`config.mk`:
```
export PLATFORM = sky130hd
export DESIGN_NAME = framing_tid
export DESIGN_NICKNAME = d
export VERILOG_FILES = /design/src/rtl/framing_pkg.sv /design/src/rtl/framing_tid_rx.sv /design/src/rtl/framing_tid_tx.sv /design/src/rtl/framing_tid.sv
export SDC_FILE = /design/constraint.sdc
export NUM_CORES = 1
export LEC_CHECK = 0
export ABC_CLOCK_PERIOD_IN_PS = 1900
export BUFFER_PORTS_ARGS = -buffer_cell sky130_fd_sc_hd__buf_2
export CAP_MARGIN = 15
export CORE_MARGIN = 2
export CORE_UTILIZATION = 50
export DETAILED_ROUTE_END_ITERATION = 7
export MAX_ROUTING_LAYER = met4
export PLACE_DENSITY = 0.8
export SLEW_MARGIN = 5
export SYNTH_ARGS = -nofsm -noshare
export SYNTH_HDL_FRONTEND = slang
export SYNTH_SLANG_ARGS = --single-unit
```
`constraint.sdc`:
```
create_clock -name aclk -period 1.9 [get_ports aclk]
set_clock_uncertainty 0.05 [all_clocks]
set_input_delay 0.095 -clock aclk [delete_from_list [all_inputs] [get_ports aclk]]
set_output_delay 0.095 -clock aclk [all_outputs]
set_load 0.02 [all_outputs]
```
`src/rtl/framing_pkg.sv`:
```
// framing_pkg
//   Shared types and helpers for the framing_tid framer/deframer pair.
//   rx_state_t / tx_state_t : FSM state encodings for the deframer and framer
//   DROP_CNT_W              : width of the saturating RX drop counter
//   is_special()            : true when a byte collides with a control marker
//                             and therefore has to be escaped on the wire
package framing_pkg;

    localparam int DROP_CNT_W = 16;

    typedef enum logic [2:0] {
        RX_IDLE     = 3'd0,
        RX_ID       = 3'd1,
        RX_ID_ESC   = 3'd2,
        RX_DATA     = 3'd3,
        RX_DATA_ESC = 3'd4
    } rx_state_t;

    typedef enum logic [2:0] {
        TX_IDLE     = 3'd0,
        TX_START    = 3'd1,
        TX_ID       = 3'd2,
        TX_ID_ESC   = 3'd3,
        TX_DATA     = 3'd4,
        TX_DATA_ESC = 3'd5,
        TX_STOP     = 3'd6
    } tx_state_t;

    function automatic logic is_special(input logic [7:0] b,
                                        input logic [7:0] esc,
                                        input logic [7:0] start,
                                        input logic [7:0] stop);
        return (b == esc) || (b == start) || (b == stop);
    endfunction

endpackage

```
`src/rtl/framing_tid_rx.sv`:
```
// framing_tid_rx
//   Deframer: turns the escaped wire byte stream back into AXI4-Stream
//   payload frames tagged with the channel id carried after START.
//   aclk / areset          : clock, synchronous active-high reset
//   rx_byte_*              : incoming wire bytes (AXIS slave)
//   rx_frame_*             : decoded payload beats (AXIS master), tid = channel,
//                            tuser = frame aborted or truncated (on tlast beat)
//   rx_drop_cnt            : saturating count of aborted/truncated frames
module framing_tid_rx
    import framing_pkg::*;
#(
    parameter logic [7:0] ESCAPE_BYTE = 8'h7F,
    parameter logic [7:0] START_BYTE  = 8'h7D,
    parameter logic [7:0] STOP_BYTE   = 8'h7E,
    parameter int         TID_WIDTH   = 2,
    parameter int         MAX_LEN     = 1024
) (
    input  logic                  aclk,
    input  logic                  areset,
    input  logic                  rx_byte_tvalid,
    output logic                  rx_byte_tready,
    input  logic [7:0]            rx_byte_tdata,
    output logic                  rx_frame_tvalid,
    input  logic                  rx_frame_tready,
    output logic [7:0]            rx_frame_tdata,
    output logic                  rx_frame_tlast,
    output logic [TID_WIDTH-1:0]  rx_frame_tid,
    output logic                  rx_frame_tuser,
    output logic [DROP_CNT_W-1:0] rx_drop_cnt
);

    // The length counter only needs to reach MAX_LEN; with MAX_LEN = 0 it is unused.
    localparam int                CNT_W   = (MAX_LEN > 0) ? $clog2(MAX_LEN + 1) : 1;
    localparam logic [CNT_W-1:0]  MAX_CNT = CNT_W'(MAX_LEN);

    rx_state_t              state;
    rx_state_t              next_state;
    logic [7:0]             hold_data;
    logic                   hold_valid;
    logic [TID_WIDTH-1:0]   frame_tid;
    logic [CNT_W-1:0]       byte_cnt;

    logic                   accept;
    logic                   oversize;
    logic                   payload;
    logic                   push;
    logic                   push_last;
    logic                   push_user;
    logic                   take;
    logic                   drop;
    logic                   start_frame;
    logic                   end_frame;

    // Every wire byte, even one that produces no output, waits for room in
    // the output register so a push can never overwrite an unaccepted beat.
    assign rx_byte_tready = !rx_frame_tvalid || rx_frame_tready;
    assign accept         = rx_byte_tvalid && rx_byte_tready;
    assign oversize       = (MAX_LEN != 0) && (byte_cnt == MAX_CNT);

    // Decode the accepted byte against the current state. The hold register
    // delays each payload byte by one so the frame's final byte can be
    // tagged with tlast when STOP (or an abort) arrives.
    always_comb begin
        next_state  = state;
        payload     = 1'b0;
        push        = 1'b0;
        push_last   = 1'b0;
        push_user   = 1'b0;
        take        = 1'b0;
        drop        = 1'b0;
        start_frame = 1'b0;
        end_frame   = 1'b0;
        if (accept) begin
            case (state)
                RX_IDLE: begin
                    if (rx_byte_tdata == START_BYTE) next_state = RX_ID;
                end
                RX_ID: begin
                    if (rx_byte_tdata == ESCAPE_BYTE)     next_state = RX_ID_ESC;
                    else if (rx_byte_tdata == STOP_BYTE)  next_state = RX_IDLE;
                    else if (rx_byte_tdata == START_BYTE) next_state = RX_ID;
                    else begin
                        start_frame = 1'b1;
                        next_state  = RX_DATA;
                    end
                end
                RX_ID_ESC: begin
                    start_frame = 1'b1;
                    next_state  = RX_DATA;
                end
                RX_DATA: begin
                    if (rx_byte_tdata == ESCAPE_BYTE) begin
                        next_state = RX_DATA_ESC;
                    end else if (rx_byte_tdata == STOP_BYTE) begin
                        // An empty frame simply vanishes here without being counted.
                        push       = hold_valid;
                        push_last  = 1'b1;
                        end_frame  = 1'b1;
                        next_state = RX_IDLE;
                    end else if (rx_byte_tdata == START_BYTE) begin
                        push       = hold_valid;
                        push_last  = 1'b1;
                        push_user  = 1'b1;
                        drop       = 1'b1;
                        end_frame  = 1'b1;
                        next_state = RX_ID;
                    end else begin
                        payload = 1'b1;
                    end
                end
                RX_DATA_ESC: begin
                    // The escaped byte is always literal, including START.
                    payload = 1'b1;
                end
                default: next_state = RX_IDLE;
            endcase
            if (payload) begin
                push = hold_valid;
                if (oversize) begin
                    push_last  = 1'b1;
                    push_user  = 1'b1;
                    drop       = 1'b1;
                    end_frame  = 1'b1;
                    next_state = RX_IDLE;
                end else begin
                    take       = 1'b1;
                    next_state = RX_DATA;
                end
            end
        end
    end

    // State, hold register, output register and drop counter.
    always_ff @(posedge aclk) begin
        if (areset) begin
            state           <= RX_IDLE;
            hold_data       <= '0;
            hold_valid      <= 1'b0;
            frame_tid       <= '0;
            byte_cnt        <= '0;
            rx_frame_tvalid <= 1'b0;
            rx_frame_tdata  <= '0;
            rx_frame_tlast  <= 1'b0;
            rx_frame_tuser  <= 1'b0;
            rx_frame_tid    <= '0;
            rx_drop_cnt     <= '0;
        end else begin
            state <= next_state;
            if (rx_frame_tvalid && rx_frame_tready) rx_frame_tvalid <= 1'b0;
            if (push) begin
                rx_frame_tvalid <= 1'b1;
                rx_frame_tdata  <= hold_data;
                rx_frame_tlast  <= push_last;
                rx_frame_tuser  <= push_user;
                rx_frame_tid    <= frame_tid;
            end
            if (start_frame) begin
                frame_tid  <= rx_byte_tdata[TID_WIDTH-1:0];
                hold_valid <= 1'b0;
                byte_cnt   <= '0;
            end
            if (take) begin
                hold_data  <= rx_byte_tdata;
                hold_valid <= 1'b1;
                if (MAX_LEN != 0) byte_cnt <= byte_cnt + 1'b1;
            end
            if (end_frame) hold_valid <= 1'b0;
            if (drop && (rx_drop_cnt != '1)) rx_drop_cnt <= rx_drop_cnt + 1'b1;
        end
    end

endmodule

```
`src/rtl/framing_tid_tx.sv`:
```
// framing_tid_tx
//   Framer: wraps AXI4-Stream payload frames as START, ID, payload, STOP
//   on the wire, escaping any ID or payload byte that matches a marker.
//   aclk / areset : clock, synchronous active-high reset
//   tx_frame_*    : payload beats in (AXIS slave); tid sampled on first beat
//   tx_byte_*     : outgoing wire bytes (AXIS master)
module framing_tid_tx
    import framing_pkg::*;
#(
    parameter logic [7:0] ESCAPE_BYTE = 8'h7F,
    parameter logic [7:0] START_BYTE  = 8'h7D,
    parameter logic [7:0] STOP_BYTE   = 8'h7E,
    parameter int         TID_WIDTH   = 2
) (
    input  logic                 aclk,
    input  logic                 areset,
    output logic                 tx_byte_tvalid,
    input  logic                 tx_byte_tready,
    output logic [7:0]           tx_byte_tdata,
    input  logic                 tx_frame_tvalid,
    output logic                 tx_frame_tready,
    input  logic [7:0]           tx_frame_tdata,
    input  logic                 tx_frame_tlast,
    input  logic [TID_WIDTH-1:0] tx_frame_tid
);

    tx_state_t            state;
    tx_state_t            next_state;
    logic [TID_WIDTH-1:0] frame_tid;
    logic [7:0]           id_byte;
    logic                 id_special;
    logic                 data_special;

    assign id_byte      = 8'(frame_tid);
    assign id_special   = is_special(id_byte, ESCAPE_BYTE, START_BYTE, STOP_BYTE);
    assign data_special = is_special(tx_frame_tdata, ESCAPE_BYTE, START_BYTE, STOP_BYTE);

    // Wire byte selection and payload pop. Payload bytes are passed straight
    // through from the slave side, which keeps them stable until accepted
    // and allows one wire byte per cycle. A special payload byte is popped
    // only when its second (raw) wire byte goes out.
    always_comb begin
        next_state      = state;
        tx_byte_tvalid  = 1'b0;
        tx_byte_tdata   = '0;
        tx_frame_tready = 1'b0;
        case (state)
            TX_IDLE: begin
                if (tx_frame_tvalid) next_state = TX_START;
            end
            TX_START: begin
                tx_byte_tvalid = 1'b1;
                tx_byte_tdata  = START_BYTE;
                if (tx_byte_tready) next_state = TX_ID;
            end
            TX_ID: begin
                tx_byte_tvalid = 1'b1;
                tx_byte_tdata  = id_special ? ESCAPE_BYTE : id_byte;
                if (tx_byte_tready) next_state = id_special ? TX_ID_ESC : TX_DATA;
            end
            TX_ID_ESC: begin
                tx_byte_tvalid = 1'b1;
                tx_byte_tdata  = id_byte;
                if (tx_byte_tready) next_state = TX_DATA;
            end
            TX_DATA: begin
                tx_byte_tvalid = tx_frame_tvalid;
                if (data_special) begin
                    tx_byte_tdata = ESCAPE_BYTE;
                    if (tx_frame_tvalid && tx_byte_tready) next_state = TX_DATA_ESC;
                end else begin
                    tx_byte_tdata   = tx_frame_tdata;
                    tx_frame_tready = tx_byte_tready;
                    if (tx_frame_tvalid && tx_byte_tready)
                        next_state = tx_frame_tlast ? TX_STOP : TX_DATA;
                end
            end
            TX_DATA_ESC: begin
                tx_byte_tvalid  = tx_frame_tvalid;
                tx_byte_tdata   = tx_frame_tdata;
                tx_frame_tready = tx_byte_tready;
                if (tx_frame_tvalid && tx_byte_tready)
                    next_state = tx_frame_tlast ? TX_STOP : TX_DATA;
            end
            TX_STOP: begin
                tx_byte_tvalid = 1'b1;
                tx_byte_tdata  = STOP_BYTE;
                if (tx_byte_tready) next_state = TX_IDLE;
            end
            default: next_state = TX_IDLE;
        endcase
    end

    // State register; the channel id is captured from the first beat only.
    always_ff @(posedge aclk) begin
        if (areset) begin
            state     <= TX_IDLE;
            frame_tid <= '0;
        end else begin
            state <= next_state;
            if ((state == TX_IDLE) && tx_frame_tvalid) frame_tid <= tx_frame_tid;
        end
    end

endmodule

```
`src/rtl/framing_tid.sv`:
```
// framing_tid
//   Byte-stream framer/deframer with channel id, between a UART-class byte
//   link and per-channel packet logic. RX and TX paths are independent.
//   aclk / areset : clock, synchronous active-high reset
//   rx_byte_*     : wire bytes in        rx_frame_* : decoded frames out
//   rx_drop_cnt   : aborted/truncated frame count (saturating)
//   tx_frame_*    : frames in            tx_byte_*  : wire bytes out
module framing_tid
    import framing_pkg::*;
#(
    parameter logic [7:0] ESCAPE_BYTE = 8'h7F,
    parameter logic [7:0] START_BYTE  = 8'h7D,
    parameter logic [7:0] STOP_BYTE   = 8'h7E,
    parameter int         TID_WIDTH   = 2,
    parameter int         MAX_LEN     = 1024
) (
    input  logic                  aclk,
    input  logic                  areset,
    input  logic                  rx_byte_tvalid,
    output logic                  rx_byte_tready,
    input  logic [7:0]            rx_byte_tdata,
    output logic                  rx_frame_tvalid,
    input  logic                  rx_frame_tready,
    output logic [7:0]            rx_frame_tdata,
    output logic                  rx_frame_tlast,
    output logic [TID_WIDTH-1:0]  rx_frame_tid,
    output logic                  rx_frame_tuser,
    output logic [DROP_CNT_W-1:0] rx_drop_cnt,
    output logic                  tx_byte_tvalid,
    input  logic                  tx_byte_tready,
    output logic [7:0]            tx_byte_tdata,
    input  logic                  tx_frame_tvalid,
    output logic                  tx_frame_tready,
    input  logic [7:0]            tx_frame_tdata,
    input  logic                  tx_frame_tlast,
    input  logic [TID_WIDTH-1:0]  tx_frame_tid
);

    framing_tid_rx #(
        .ESCAPE_BYTE (ESCAPE_BYTE),
        .START_BYTE  (START_BYTE),
        .STOP_BYTE   (STOP_BYTE),
        .TID_WIDTH   (TID_WIDTH),
        .MAX_LEN     (MAX_LEN)
    ) u_rx (
        .aclk            (aclk),
        .areset          (areset),
        .rx_byte_tvalid  (rx_byte_tvalid),
        .rx_byte_tready  (rx_byte_tready),
        .rx_byte_tdata   (rx_byte_tdata),
        .rx_frame_tvalid (rx_frame_tvalid),
        .rx_frame_tready (rx_frame_tready),
        .rx_frame_tdata  (rx_frame_tdata),
        .rx_frame_tlast  (rx_frame_tlast),
        .rx_frame_tid    (rx_frame_tid),
        .rx_frame_tuser  (rx_frame_tuser),
        .rx_drop_cnt     (rx_drop_cnt)
    );

    framing_tid_tx #(
        .ESCAPE_BYTE (ESCAPE_BYTE),
        .START_BYTE  (START_BYTE),
        .STOP_BYTE   (STOP_BYTE),
        .TID_WIDTH   (TID_WIDTH)
    ) u_tx (
        .aclk            (aclk),
        .areset          (areset),
        .tx_byte_tvalid  (tx_byte_tvalid),
        .tx_byte_tready  (tx_byte_tready),
        .tx_byte_tdata   (tx_byte_tdata),
        .tx_frame_tvalid (tx_frame_tvalid),
        .tx_frame_tready (tx_frame_tready),
        .tx_frame_tdata  (tx_frame_tdata),
        .tx_frame_tlast  (tx_frame_tlast),
        .tx_frame_tid    (tx_frame_tid)
    );

endmodule

```
Word level (Yosys, flattened, before mapping)
Cells that the tools add are included.

storage, ports and cells
  register bits after elaboration = 59
  input bits = 25
  output and inout bits = 40
  logic and storage cells = 116

operators by class
  $add $sub $neg = 2
  eq/ne operators = 24
  mux-type cells = 58
  reductions and logical operators = 19

operator list
  cell                   count
  $eq 8x7->1 const B     6
  $pmux 8 s5             1
  $mux 3                 13
  $mux 1                 32
  $mux 11                2
  $pmux 3 s6             1
  $add 16x1->16 const B  1
  $ne 16x16->1 const B   1
  $pmux 3 s5             1
  $eq 3x2->1 const B     4
  $eq 3x3->1 const B     4
  $add 11x1->11 const B  1
  $eq 11x11->1 const B   1
  $mux 8                 1
  $pmux 1 s2             4
  $eq 3x1->1 const B     2
  $logic_not 3->1        2
  $mux 2                 3
  $ne 2x2->1 const B     3
  $reduce_or 2->1        3
  $logic_and 1x1->1      5
  $reduce_and 5->1       1
  $ne 2x1->1 const B     2
  $reduce_bool 2->1      2
  5 further kinds        7

Longest topological paths before layout
  depth in word-level cells = 9
  mapped depth = 8
  mapped depth without buffers = 7

Cells and area by module
From an unflattened synthesis, not the netlist that was laid out.

unflattened totals
  cell total of the unflattened synthesis = 379
  area, all modules = 3121.7 µm²

modules (own cells, without submodules)
  module          instances  cells an instance  area each (µm²)  sequential area each (µm²)
  framing_tid_rx  1          320                2693.8           1081.0
  framing_tid_tx  1          59                 427.9            100.1

Worst setup path after synthesis
No wires, ideal clock.

  path kind = reg-to-reg
  from = reg u_rx.rx_frame_tvalid
  to = reg u_rx.rx_drop_cnt[11]
  arrival time = 1.867 ns
  required time = 1.729 ns
  setup slack = -0.138 ns
  stages on the path, launching flop included = 8
  path through = dfxtp_1 -> and2b_1 -> inv_1 -> and2_1 -> buf_2 -> nand3_1 -> nor4_1 -> mux2_2

on the way
  longest elaborated chain between the ends = 5

ends and longest elaborated chain
  what                    RTL line               text
  from (decl)             framing_tid_rx.sv:23   output logic rx_frame_tvalid,
  from (signal assigned)  framing_tid_rx.sv:141  rx_frame_tvalid <= 1'b0;
  from (signal assigned)  framing_tid_rx.sv:149  if (rx_frame_tvalid && rx_frame_tready) rx_frame_tvalid <= 1'b0;
  from (signal assigned)  framing_tid_rx.sv:151  rx_frame_tvalid <= 1'b1;
  $logic_not 1->1         framing_tid_rx.sv:56   assign rx_byte_tready = !rx_frame_tvalid || rx_frame_tready;
  $logic_or 1x1->1        framing_tid_rx.sv:56
  via rx_byte_tready      framing_tid.sv:20      output logic rx_byte_tready,
  $logic_and 1x1->1       framing_tid_rx.sv:57   assign accept = rx_byte_tvalid && rx_byte_tready;
  $mux 1                  framing_tid_rx.sv:73   if (accept) begin
  $logic_and 1x1->1       framing_tid_rx.sv:168  if (drop && (rx_drop_cnt != '1)) rx_drop_cnt <= rx_drop_cnt + 1'b1;
  to (signal assigned)    framing_tid_rx.sv:168
  to (decl)               framing_tid_rx.sv:29   output logic [DROP_CNT_W-1:0] rx_drop_cnt

The timed path passes the listed nets, and every way through them passes these cells.
A chain may end at the register's enable or synchronous reset.

Worst setup path in the final report
  from = reg u_rx.byte_cnt[0]
  to = reg u_rx.rx_drop_cnt[5]

on the way
  longest elaborated chain between the ends = 5

ends and longest elaborated chain
  what                    RTL line               text
  from (decl)             framing_tid_rx.sv:41   logic [CNT_W-1:0] byte_cnt;
  from (signal assigned)  framing_tid_rx.sv:165  if (MAX_LEN != 0) byte_cnt <= byte_cnt + 1'b1;
  $eq 11x11->1            framing_tid_rx.sv:58   assign oversize = (MAX_LEN != 0) && (byte_cnt == MAX_CNT);
  $mux 1                  framing_tid_rx.sv:119  if (oversize) begin
  $mux 1                  framing_tid_rx.sv:117  if (payload) begin
  $mux 1                  framing_tid_rx.sv:73
  $logic_and 1x1->1       framing_tid_rx.sv:168

No other way between the ends.

==> impl_metrics.toml <==
[status]
status = "finished, violations left"
violations = "negative setup slack"

[placed_design]
gp_congestion = 0.8876
dpl.hpwl_um = 6430
post-place-ws_ns = -0.1965
post_dp_cell_area_mm2 = 0.004024
port_buffers = 64

[sta]
setup_viol = 16
fmax_ghz = 0.4930
rsz0062_at_grt = "yes"
fin_worst_hold_slack_ns = 0.03560
post-route-period-util = 1.067
drv_slew = 0
finalCriticalPeriod_ns = 2.028
setup_ws_ns = -0.1282
max-slew-margin-rel = 0.6860
hold_viol_final = 0
worst_pin_slew_ns = 0.4695
tns_ns = -1.431

[global_routing]
grt_usage = 0.2656
grt_start_max_net_pins = 29
grt_pass1_wl_um = 15220
gr-total-overflow = 0
antenna_found_initial = 0
grt_pass1_vias = 3472

[drt]
drc_errors = 0
vias = 3718
antenna_left = 0
wire_per_inst_um = 15.91
routed_wl_um = 9958
first_iter_violations = 240
dr.pass1.iters = 5
post_drt_via_cell_ratio = 5.939

[yosys]
synth.distinct_cells = 56
synth_cells = 415
ys_ff_latch = 59
avgSynthCellArea_um2 = 7.854
async_flop_share = 0
yosys_most_used_dff = "dfxtp_1"
synth_area_leaders = "dfxtp_1, nand3_1, a21oi_1, o21ai_0, nor2_1"
seq_area_frac_synth = 0.3624
synth_compound_area_frac = 0.2104
synth_edf_count = 0
synth_top_family_by_area = "simple AND/OR/NAND/NOR gates"
synth_top_area_share = 0.3624
yosys.area_share.xor_xnor = 0.008061
synth_fa_ha_area_frac = 0.01152
synth_area_mm2 = 0.003259
synth_nets = 443
yosysTopAreaCell = "dfxtp_1"
synthMuxAreaShare = 0.04645
yosys.area_share.simple = 0.3071
yosysWarnings = 0

[worst_setup_path]
regToRegSetupSlack_ns = -0.13
crit_buf_inv = 2
worstPathCellList = "inv_2, ha_4, nor2b_4, and3_4, a211oi_4, clkbuf_16, nor4_4, mux2_4"
crit_type = "reg2reg"
end_kind = "flop"
crit_required_ns = 2.10
arrival_ns = 2.23
reg2regPathDepth = 8
r2r_start = "u_rx.byte_cnt[0]"
path_delay_family = "compound AO/OA/AOI/OAI gates"
cp_max_fo = 5
start_kind = "flop"
slowest_stage = "a211oi_4"
reg2reg_to = "u_rx.rx_drop_cnt[5]"
slowest_delay_ns = 0.46

[min_path]
hold_path.class = "in2reg"
holdPathStages = 3
min_to = "u_rx.hold_data[5]"
worstHoldStart = "rx_byte_tdata[5]"

[finish]
fill_cells = 440
diodes = 0
design_area_mm2 = 0.004711
drive_gt1_frac = 0.3825
fin_util = 0.7461
syn_to_final_growth_pct = 44.53
nets = 572

[clocking]
cts_tree = "yes"
cts.sink_count = 59
clk_latency_ns = 0.35
numCtsBuffers = 9
cts_root_buf = "clkbuf_8"
cts_buffer_depth = 2
h-tree-depth = 3
path_clk_slew_ns = 0.08

[power]
internal-power_w = 0.002018
power_switching_w = 0.0007938
p_sw_frac = 0.2824
power_density_mw_per_mm2 = 596.8
p_leak_nw = 1.934
pwr-share-seq = 0.453
max-vdd-ir-drop_v = 0.0006069
pwr-share-clk = 0.420
power_frac_comb = 0.127

[flow_run]
max_cap_viol_count = 0

[floorplan]
floorplan.initialDensity = 0.5163
core_area_mm2 = 0.006314
die_x_um = 84.74
die_area_mm2 = 0.007181
ioPinCount = 65
num_rows = 29
fp.dieH_um = 84.74
-- registers in the layout (all words and copies together), names as in the netlist --
| signal | cells |
|---|---|
| u_tx.state | 3 |
| u_rx.rx_frame_tvalid | 1 |
| u_rx.state | 3 |
| u_rx.byte_cnt | 11 |
| u_rx.hold_valid | 1 |
| u_rx.rx_drop_cnt | 16 |
| u_tx.frame_tid | 2 |
| u_rx.rx_frame_tdata | 8 |
| u_rx.rx_frame_tlast | 1 |
| u_rx.rx_frame_tid | 2 |
| u_rx.rx_frame_tuser | 1 |
| u_rx.frame_tid | 2 |
| u_rx.hold_data | 8 |
-- per-stage QoR --
stage	power (W)	instances
6_report	0.002811	626
4_1_cts	0.002788	617
5_1_grt	0.002924	626
2_1_floorplan	0.001493	415
3_5_place_dp	0.001616	589
3_3_place_gp	0.001604	589
-- cell families (layout without fill, tap and decap cells) --
logic type	count (synthesis)	count (layout)
AOI/OAI and AO/OA	111	111
xor gates and xnor gates	3	3
adders and majority gates	3	3
buffers and inverters	42	176
DFF	59	59
muxes	14	14
and+or+nand+nor	183	183
-- per-layer routing --
layer  wire length, µm  global-route usage  vias to the layer above
met3               608             0.05408                       23
met5                 0                   -                        -
met1              4005              0.2986                     1763
met4               161             0.09668                        0
li1                  -                   -                     1772
met2              5183              0.4646                      160
-- placed cells by master, fill, tap and decap left out, types with 9 or more instances in the layout --
cell type	instances
clkbuf_8	9
nor3_1	10
nor2_1	32
buf_4	68
buf_2	61
inv_1	15
nor2b_1	12
nand3_1	35
dfxtp_1	50
a21oi_1	34
nand2_1	30
o21ai_0	25
-- power by group through the flow --
stage	combinational [W]	sequential (W)	clock, W
final	0.000357	0.00127	0.00118
after floorplan	0.000203	0.00129	0
after CTS	0.000332	0.00127	0.00119
after global placement	0.000304	0.00130	0
after detailed placement	0.000316	0.00130	0
after global routing	0.000387	0.00128	0.00126
-- layout make-up --
cell class	count	area, µm²	area share
multi-input cells	314	2153	0.4571
clock inverters	7	78.83	0.01673
clock buffers	9	123.9	0.02629
well taps	77	96.34	0.02045
repair buffers	143	999.7	0.2122
inverters	17	63.81	0.01355
flip-flops and latches	59	1195	0.2537
-- cell usage after synthesis, drive strengths merged, types with 2 or more instances --
cell      n
dfxtp    59
nand3    37
a21oi    35
nor2     34
nand2    31
o21ai    29
inv      17
clkbuf   16
nor3     14
nor2b    13
buf       9
mux2      9
nor4      9
o21a      8
and3      6
nand2b    6
nand4     6
o22ai     6
a211oi    5
mux2i     5
o211ai    5
and4      4
o221ai    4
o31ai     4
or4       4
a31oi     3
ha        3
nor3b     3
o31a      3
or2       3
xnor2     3
a221oi    2
a2bb2oi   2
and2      2
and3b     2
or3       2
or4b      2
-- worst max path at each step --
stage | from | endpoint | slack, ns | depth (start not counted)
after floorplan | u_rx.byte_cnt[0] | u_rx.rx_drop_cnt[7] | -0.008 | 8
after global placement | u_rx.byte_cnt[0] | u_rx.rx_drop_cnt[15] | -0.08 | 8
after detailed placement | u_rx.byte_cnt[0] | u_rx.rx_drop_cnt[5] | -0.20 | 8
after CTS | u_rx.byte_cnt[3] | u_rx.rx_drop_cnt[15] | -0.05 | 6
after global routing | u_rx.byte_cnt[6] | u_rx.rx_drop_cnt[9] | -0.20 | 6
final | u_rx.byte_cnt[0] | u_rx.rx_drop_cnt[5] | -0.13 | 8
-- what timing repair did --
item / CTS / global route
hold buffers: 8 / 0
buffers inserted: 4 / 6
resized for setup: 22 / 39
endpoints found under the setup margin: 18 / 37
hold endpoints to repair: 8 / 0
pin swaps: 3 / 23
gates cloned: 0 / 3
-- worst reg2reg max path: stages, from the launching register on --
cell,delay (ns)
dfxtp_2,0.34
inv_2,0.05
ha_4,0.14
nor2b_4,0.12
and3_4,0.16
a211oi_4,0.46
clkbuf_16,0.25
nor4_4,0.04
mux2_4,0.29
(Power assumes the default switching activity.)
